$ cat src/rtl/booth_r4_seq_mult_if.sv
// rtl/booth_r4_seq_mult_if.sv - start/done handshake and operand/product bundle for booth_r4_seq_mult
interface booth_r4_seq_mult_if #(
    parameter int N = 8
) ();
    logic             start;
    logic [N-1:0]     multiplicand;
    logic [N-1:0]     multiplier;
    logic [2*N-1:0]   product;
    logic             busy;
    logic             done;

    modport master (
        output start, multiplicand, multiplier,
        input  product, busy, done
    );

    modport slave (
        input  start, multiplicand, multiplier,
        output product, busy, done
    );
endinterface

$ cat src/rtl/booth_r4_seq_mult.sv
// rtl/booth_r4_seq_mult.sv - iterative signed radix-4 Booth multiplier, two multiplier bits per clock
module booth_r4_seq_mult #(
    parameter int N = 8
) (
    input  logic                  clk,
    input  logic                  clr,
    booth_r4_seq_mult_if.slave    bus
);
    localparam int CW = $clog2(N / 2 + 1);
    localparam int SW = 2 * N + 3;

    localparam logic [1:0] ST_IDLE = 2'd0;
    localparam logic [1:0] ST_RUN  = 2'd1;
    localparam logic [1:0] ST_DONE = 2'd2;

    logic [1:0]     state_q,   state_d;
    logic [N+1:0]   m_q,       m_d;
    logic [N+1:0]   a_q,       a_d;
    logic [N-1:0]   q_q,       q_d;
    logic           qm1_q,     qm1_d;
    logic [CW-1:0]  cnt_q,     cnt_d;
    logic [2*N-1:0] product_q, product_d;
    logic           busy_q,    busy_d;
    logic           done_q,    done_d;

    logic [N+1:0]   addend;
    logic [N+1:0]   sum;
    logic [N+1:0]   m2;
    logic signed [SW-1:0] sh_src;
    logic signed [SW-1:0] shifted;

    always_comb begin
        m2 = {m_q[N:0], 1'b0};
        case ({q_q[1:0], qm1_q})
            3'b001, 3'b010: addend = m_q;
            3'b011:         addend = m2;
            3'b100:         addend = ~m2 + 1'b1;
            3'b101, 3'b110: addend = ~m_q + 1'b1;
            default:        addend = '0;
        endcase
        sum     = a_q + addend;
        sh_src  = $signed({sum, q_q, qm1_q});
        shifted = sh_src >>> 2;
    end

    always_comb begin
        state_d   = state_q;
        m_d       = m_q;
        a_d       = a_q;
        q_d       = q_q;
        qm1_d     = qm1_q;
        cnt_d     = cnt_q;
        product_d = product_q;
        done_d    = 1'b0;
        case (state_q)
            ST_IDLE: begin
                if (bus.start) begin
                    m_d     = {{2{bus.multiplicand[N-1]}}, bus.multiplicand};
                    q_d     = bus.multiplier;
                    qm1_d   = 1'b0;
                    a_d     = '0;
                    cnt_d   = CW'(N / 2);
                    state_d = ST_RUN;
                end
            end
            ST_RUN: begin
                a_d   = shifted[SW-1:N+1];
                q_d   = shifted[N:1];
                qm1_d = shifted[0];
                cnt_d = cnt_q - CW'(1);
                // Final iteration: the low 2N bits of the shifted {A,Q} are the product.
                if (cnt_q == CW'(1)) begin
                    product_d = shifted[2*N:1];
                    done_d    = 1'b1;
                    state_d   = ST_DONE;
                end
            end
            ST_DONE: state_d = ST_IDLE;
            default: state_d = ST_IDLE;
        endcase
        busy_d = (state_d != ST_IDLE);
    end

    always_ff @(posedge clk or posedge clr) begin
        if (clr) begin
            state_q   <= ST_IDLE;
            m_q       <= '0;
            a_q       <= '0;
            q_q       <= '0;
            qm1_q     <= 1'b0;
            cnt_q     <= '0;
            product_q <= '0;
            busy_q    <= 1'b0;
            done_q    <= 1'b0;
        end else begin
            state_q   <= state_d;
            m_q       <= m_d;
            a_q       <= a_d;
            q_q       <= q_d;
            qm1_q     <= qm1_d;
            cnt_q     <= cnt_d;
            product_q <= product_d;
            busy_q    <= busy_d;
            done_q    <= done_d;
        end
    end

    assign bus.product = product_q;
    assign bus.busy    = busy_q;
    assign bus.done    = done_q;
endmodule

$ cat src/flat_wrapper.sv
// flat-port wrapper written by rule: the top's interface ports become plain ports
module booth_r4_seq_mult_flat 
#(
    parameter int N = 8
)
  (clk, clr, bus_start, bus_multiplicand, bus_multiplier, bus_product, bus_busy, bus_done);
  booth_r4_seq_mult_if #(.N(N)) bus_i ();
  input  logic clk;
  input  logic clr;
  input wire logic [$bits(bus_i.start)-1:0] bus_start;
  input wire logic [$bits(bus_i.multiplicand)-1:0] bus_multiplicand;
  input wire logic [$bits(bus_i.multiplier)-1:0] bus_multiplier;
  output wire logic [$bits(bus_i.product)-1:0] bus_product;
  output wire logic [$bits(bus_i.busy)-1:0] bus_busy;
  output wire logic [$bits(bus_i.done)-1:0] bus_done;
  assign bus_i.start = bus_start;
  assign bus_i.multiplicand = bus_multiplicand;
  assign bus_i.multiplier = bus_multiplier;
  assign bus_product = bus_i.product;
  assign bus_busy = bus_i.busy;
  assign bus_done = bus_i.done;
  booth_r4_seq_mult #(.N(N)) u_core (.clk(clk), .clr(clr), .bus(bus_i));
endmodule
$ cat config.mk
export PLATFORM = sky130hd
export DESIGN_NAME = booth_r4_seq_mult_flat
export DESIGN_NICKNAME = d
export VERILOG_FILES = /design/src/rtl/booth_r4_seq_mult_if.sv /design/src/rtl/booth_r4_seq_mult.sv /design/src/flat_wrapper.sv
export SDC_FILE = /design/constraint.sdc
export NUM_CORES = 1
export LEC_CHECK = 0
export CAP_MARGIN = 20
export CORE_MARGIN = 1.5
export CORE_UTILIZATION = 61
export CTS_BUF_LIST = sky130_fd_sc_hd__clkbuf_2 sky130_fd_sc_hd__clkbuf_4 sky130_fd_sc_hd__clkbuf_8
export DETAILED_ROUTE_END_ITERATION = 6
export PLACE_DENSITY = 0.84
export SYNTH_ARGS = -nofsm -noshare
export SYNTH_HDL_FRONTEND = slang
export SYNTH_SLANG_ARGS = --single-unit
$ cat constraint.sdc
create_clock -name clk -period 9.2 [get_ports clk]
set_clock_uncertainty 0.05 [all_clocks]
set_input_delay 1.84 -clock clk [delete_from_list [all_inputs] [get_ports clk]]
set_output_delay 1.84 -clock clk [all_outputs]
set_load 0.005 [all_outputs]
* Word-level counts from Yosys, hierarchy flattened
Cells that the tools add are included.
** Storage, ports and cells
- Output and inout port bits :: 18
- Bits of input ports :: 19
- Flip-flop bits (word level) :: 50
- Logic and storage cells :: 46
** Operators by class
- Mux-type cells :: 14
- Eq/ne operators :: 9
- Reductions and logical operators :: 8
- Bitwise gates (word level) :: 2
- Add/subtract/negate cells :: 4
** Operators by type and width (number)
- $pmux 10 s4 :: 1
- $add 10x1->10 const B :: 2
- $not 10->10 :: 2
- $pmux 10 s2 :: 1
- $pmux 8 s2 :: 1
- $add 10x10->10 :: 1
- $mux 10 :: 1
- $eq 3x3->1 const B :: 3
- $mux 8 :: 1
- $eq 3x1->1 const B :: 2
- $eq 3x2->1 const B :: 2
- $pmux 3 s2 :: 1
- $reduce_and 2->1 :: 3
- $mux 2 :: 2
- $pmux 2 s2 :: 1
- $reduce_bool 2->1 :: 2
- $reduce_or 2->1 :: 2
- $mux 1 :: 3
- $mux 3 :: 1
- $sub 3x1->3 const B :: 1
- $eq 2x1->1 const B :: 1
- $logic_not 2->1 :: 1
- $ne 2x2->1 const B :: 1
- $pmux 1 s2 :: 1

* Longest topological paths before layout
- Depth in word-level cells :: 5
- Mapped depth :: 15
- Mapped depth without buffers :: 15

* Least setup slack after synthesis
No wires, ideal clock.
- Path kind :: register to register
- Start :: reg u_core.m_q[0]
- End :: reg u_core.a_q[8]
- Path slack :: 5.680 ns
- Clock period less this slack :: 3.520 ns
- Stages on the path, launching flop included :: 15
- Data required time :: 9.025 ns
- Path buffers :: 0
- Arrival time :: 3.346 ns
- Cells stage by stage :: dfrtp_1 inv_1 ha_1 or3b_2 or3_1 nand2_1 mux2i_1 a211oi_1 a21oi_1 ha_1 a21oi_1 o21ai_0 a211o_2 a31o_1 mux2_2
** On the way
- Word-level cells in the longest chain between the ends :: 5
** RTL lines
- start, declared :: RTL line booth_r4_seq_mult.sv:17 : logic [N+1:0] m_q, m_d;
- start signal, assigned :: RTL line booth_r4_seq_mult.sv:97 : m_q <= m_d;
- $not 10->10 (on tied branches) :: RTL line booth_r4_seq_mult.sv:38, booth_r4_seq_mult.sv:37
- $add 10x1->10 (on tied branches) :: RTL line booth_r4_seq_mult.sv:38, booth_r4_seq_mult.sv:37
- $pmux 10 s4 (*) :: RTL line booth_r4_seq_mult.sv:34 : case ({q_q[1:0], qm1_q})
- $add 10x10->10 (*) :: RTL line booth_r4_seq_mult.sv:41 : sum = a_q + addend;
- $pmux 10 s2 (*) :: RTL line booth_r4_seq_mult.sv:55 : case (state_q)
- end signal, assigned :: RTL line booth_r4_seq_mult.sv:88 : a_q <= '0;
- end signal, assigned :: RTL line booth_r4_seq_mult.sv:98 : a_q <= a_d;
- end, declared :: RTL line booth_r4_seq_mult.sv:18 : logic [N+1:0] a_q, a_d;
Every way passes the cells marked *; elsewhere a longest branch is shown, timed or not.
A chain may end at the register's enable or synchronous reset.

* Worst setup path after layout
Same ends and word-level chain as after synthesis.

==> out/summary.log <==
[status] run status finished, violations left
[status] violated checks DRC
[setup_path] type of the setup path with the least slack reg -> reg
[clock_network] Hold-fix buffers, CTS 0
[sta] actual slew at the worst max-slew pin 0.758 ns
[grt] overall overflow remaining after global route 0
[sta] maximum clock frequency 259 MHz
[floorplanning] core area 4440 um2
[setup_path] top cell family by delay on the critical path compound AO/OA/AOI/OAI gates
[synth] Mapped Cells 322
[finish] number of nets at the end of the flow 380
[floorplanning] die area 5160 um2
[grt] global-route wire length before repair 10.7 mm
[setup_path] endpoint class of the critical path register
[sta] unrepaired setup endpoints after global routing no
[finish] total inserted antenna cells 0
[place] Detail Placement HPWL 4.51 mm
[run] number of max-cap violations 0
[floorplanning] chip width 71.9 um
[sta] Setup TNS Final 0 ns
[synth] area share of the largest cell type after synthesis 41.5%
[setup_path] setup slack on the worst flop-to-flop path 5.34 ns
[sta] final period demand of the worst path 3.86 ns
[route] Routed WL per cell 15.5 um
[clock_network] Clock Pin Slew Worst Setup and Hold Paths 0.09 ns
[synth] Yosys warnings 0
[sta] final setup violation count 0
[clock_network] TritonCTS clock tree done
[setup_path] Buf+Inv Stages, Crit Path 1
[synth] syn_nets 354
[finish] share of final-layout standard cells stronger than drive strength 1 7.76%
[floorplanning] vertical extent of the die 71.9 um
[setup_path] worst endpoint data arrival time 4.00 ns
[pwr] Switching Fraction 44.9%
[worst_hold_path] kind of path behind the tightest hold check reg -> reg
[grt] maximum number of pins on one net before global-route repair 49
[setup_path] critical path's largest stage delay 0.49 ns
[sta] final number of max-transition violations 0
[setup_path] crit-path max FO 6
[clock_network] setup repair bufs after CTS 0
[route] number of vias after detailed routing 2400
[place] placer's final routability congestion estimate 0.912
[clock_network] worst skew pair latency 0.30 ns
[synth] number of enable flip-flop cells after synthesis 0
[pwr] IR Drop Worst-Case VDD 0.000230 V
[grt] aggregate global-route resource usage 26.5%
[clock_network] Clock Sinks 48
[sta] period utilisation layout 41.9%
[pwr] leakage dissipation 1.45 nW
[setup_path] Data required, critical path 9.34 ns
[setup_path] cells on worst reg2reg path 14
[synth] fraction of synthesis flops using an asynchronous set or reset pin 100%
[floorplanning] number of placement rows 24
[finish] most common library cell in the layout ignoring fill and taps sky130_fd_sc_hd__nand2_1
[setup_path] endpoint of the most critical register-to-register path u_core.a_q[8]$_DFFE_PP0P_
[synth] top flip-flop cell by instance count after synthesis sky130_fd_sc_hd__dfrtp_1
[place] Inst Count DP 392
[finish] growth of design area from synthesis to finish 15.5%
[setup_path] ordered list of cells on the worst path inv_1 -> ha_1 -> or3b_2 -> or3_1 -> nand2_1 -> mux2i_1 -> a211oi_1 -> a21oi_1 -> ha_1 -> a21oi_1 -> o21ai_0 -> a211o_2 -> a31o_1 -> mux2_2
[setup_path] slowest library cell on the worst path sky130_fd_sc_hd__or3b_2
[finish] commonest cells after routing, fill and taps aside 55 x sky130_fd_sc_hd__nand2_1, 48 x sky130_fd_sc_hd__dfrtp_1, 36 x sky130_fd_sc_hd__clkdlybuf4s50_1
[synth] Post-Syn Area 2890 um2
[synth] number of distinct standard cells referenced by the synthesized netlist 59
[pwr] Power Density 424 nW/um2
[pwr] share of total power in sequential cells 31.4%
[synth] post-synthesis average cell area 8.98 um2
[worst_hold_path] worst min-delay path startpoint u_core.bus.product[4]$_DFFE_PP0P_
[floorplanning] Starting Density 65.1%
[synth] #FFs+latches synth 48
[finish] number of fill cells in the layout 335
[clock_network] H-tree depth 2
[setup_path] launch point of the worst reg-to-reg path u_core.m_q[0]$_DFFE_PP0P_
[sta] worst hold margin 0.434 ns
[synth] share of the yosys chip area belonging to registers 41.5%
[clock_network] deepest clock path buffer count 2
[route] count of routing violations after the opening detailed-route iteration 136
[pwr] Power Total 1.42 mW
[sta] final hold viol count 0
[route] antenna-violating nets left 0
[floorplanning] number of top-level pins 37
[clock_network] TritonCTS Buffers 5
[route] DRC violation count after routing 1
[pwr] clock group share of total power 8.7%
[setup_path] sort of element at the start of the critical path register
[grt] initial antenna violation count 0
[worst_hold_path] number of cells on the worst hold path 2
[synth] largest cells by area after synthesis sky130_fd_sc_hd__dfrtp_1 42%, sky130_fd_sc_hd__nand2_1 7.1%, sky130_fd_sc_hd__ha_1 5.2%
[clock_network] count of cells resized by post-cts repair 0
[route] Via-to-Cell Ratio 6.00
[sta] relative max-transition margin 49.5%
[clock_network] CTS root buffer sky130_fd_sc_hd__clkbuf_8
[worst_hold_path] sink of the worst hold path u_core.bus.product[4]$_DFFE_PP0P_
[route] number of search-and-repair iterations in the first detailed-routing pass 7
[place] I/O Buffers 36
[route] aggregate routed wire length 6.19 mm
[setup_path] origin of the worst setup path u_core.m_q[0]$_DFFE_PP0P_
[pwr] internal power component 781 uW
[pwr] relative contribution of combinational cells to total power 59.9%
[grt] via count of the first global-routing pass 2391
[synth] largest area contributor in the netlist sky130_fd_sc_hd__dfrtp_1
[pwr] total net switching power 636 uW
[finish] final non-filler cell total 400
==> power groups by stage <==
| stage | sequential [mW] | clock, mW | combinational [mW] |
|---|---|---|---|
| finish | 0.445 | 0.123 | 0.848 |
| global route | 0.464 | 0.134 | 0.952 |
| global placement | 0.444 | 0 | 0.821 |
| CTS | 0.444 | 0.126 | 0.850 |
| detailed placement | 0.447 | 0 | 0.845 |
| floorplan | 0.370 | 0 | 0.699 |
==> flip-flops by register name, summed over array words and instances, names as in the netlist <==
register	flops
u_core.q_q	8
u_core.bus.done	1
u_core.state_q	2
u_core.cnt_q	3
u_core.bus.busy	1
u_core.bus.product	16
u_core.a_q	8
u_core.qm1_q	1
u_core.m_q	8
==> metal layers <==
layer  wire length (um)  part of all wire [%]  track usage [%]
met5                  0                     0                0
met4                128                   2.1             10.7
met3                236                   3.8             4.22
met2               3050                    49             43.4
met1               2780                    45             35.3
==> worst register-to-register path, delay by kind of cell (launching register included) <==
kind                     cells  cell delay (ns)
AO/OA/AOI/OAI                6             1.29
multiplexers                 2             0.33
flip-flops                   1             0.40
AND/OR/NAND/NOR              3             1.00
buffers and inverters        1             0.12
adder cells (fa/ha/maj)      2             0.57
==> cell families after synthesis <==
logic type               Yosys count  share of synthesized area (%)
AO/OA/AOI/OAI                     96                           21.3
XOR/XNOR                          13                           4.45
adder cells (fa/ha/maj)           13                           5.88
buffers and inverters             35                           5.06
flip-flops                        48                           41.5
multiplexers                      13                           4.80
AND/OR/NAND/NOR                  104                           17.0
==> worst max-delay path by stage <==
stage	endpoint	slack, ns	cells after the start
CTS	u_core.a_q[8]$_DFFE_PP0P_	5.38	14
global placement	u_core.a_q[8]$_DFFE_PP0P_	5.53	14
finish	u_core.a_q[8]$_DFFE_PP0P_	5.34	14
floorplan	u_core.a_q[8]$_DFFE_PP0P_	5.68	14
detailed placement	u_core.a_q[8]$_DFFE_PP0P_	5.39	14
global route	u_core.a_q[8]$_DFFE_PP0P_	5.13	14
==> final cells by class <==
type	instances	area (um2)	area share [%]
Inverter	16	60.1	1.80
Sequential cell	48	1200	36.0
Timing Repair Buffer	38	388	11.6
Clock inverter	2	12.5	0.375
Clock buffer	5	68.8	2.06
Multi-Input combinational cell	239	1550	46.3
Tap cell	52	65.1	1.95
==> stage by stage <==
step	utilization, %	instance area (um2)	setup slack, ns
after global placement	72.9	3240	5.53
after floorplan	-	2890	5.68
after CTS	74.7	3320	5.38
after global routing	75.2	3340	5.13
after detailed placement	72.9	3240	5.39
final	75.2	3340	5.34
==> cell usage after synthesis, types with 4 or more instances <==
cell                       number
sky130_fd_sc_hd__xor2_1         6
sky130_fd_sc_hd__nor2b_1       11
sky130_fd_sc_hd__dfrtp_1       48
sky130_fd_sc_hd__mux2i_1        6
sky130_fd_sc_hd__o21a_1         4
sky130_fd_sc_hd__buf_2          6
sky130_fd_sc_hd__o21ai_0       30
sky130_fd_sc_hd__ha_1          12
sky130_fd_sc_hd__xnor2_1        6
sky130_fd_sc_hd__inv_1         13
sky130_fd_sc_hd__nand2_1       55
sky130_fd_sc_hd__mux2_2         7
sky130_fd_sc_hd__clkbuf_1      11
sky130_fd_sc_hd__a22oi_1        7
sky130_fd_sc_hd__a21oi_1       21
sky130_fd_sc_hd__nor2_1        17
Note: power is estimated with default switching activity, not from simulation.
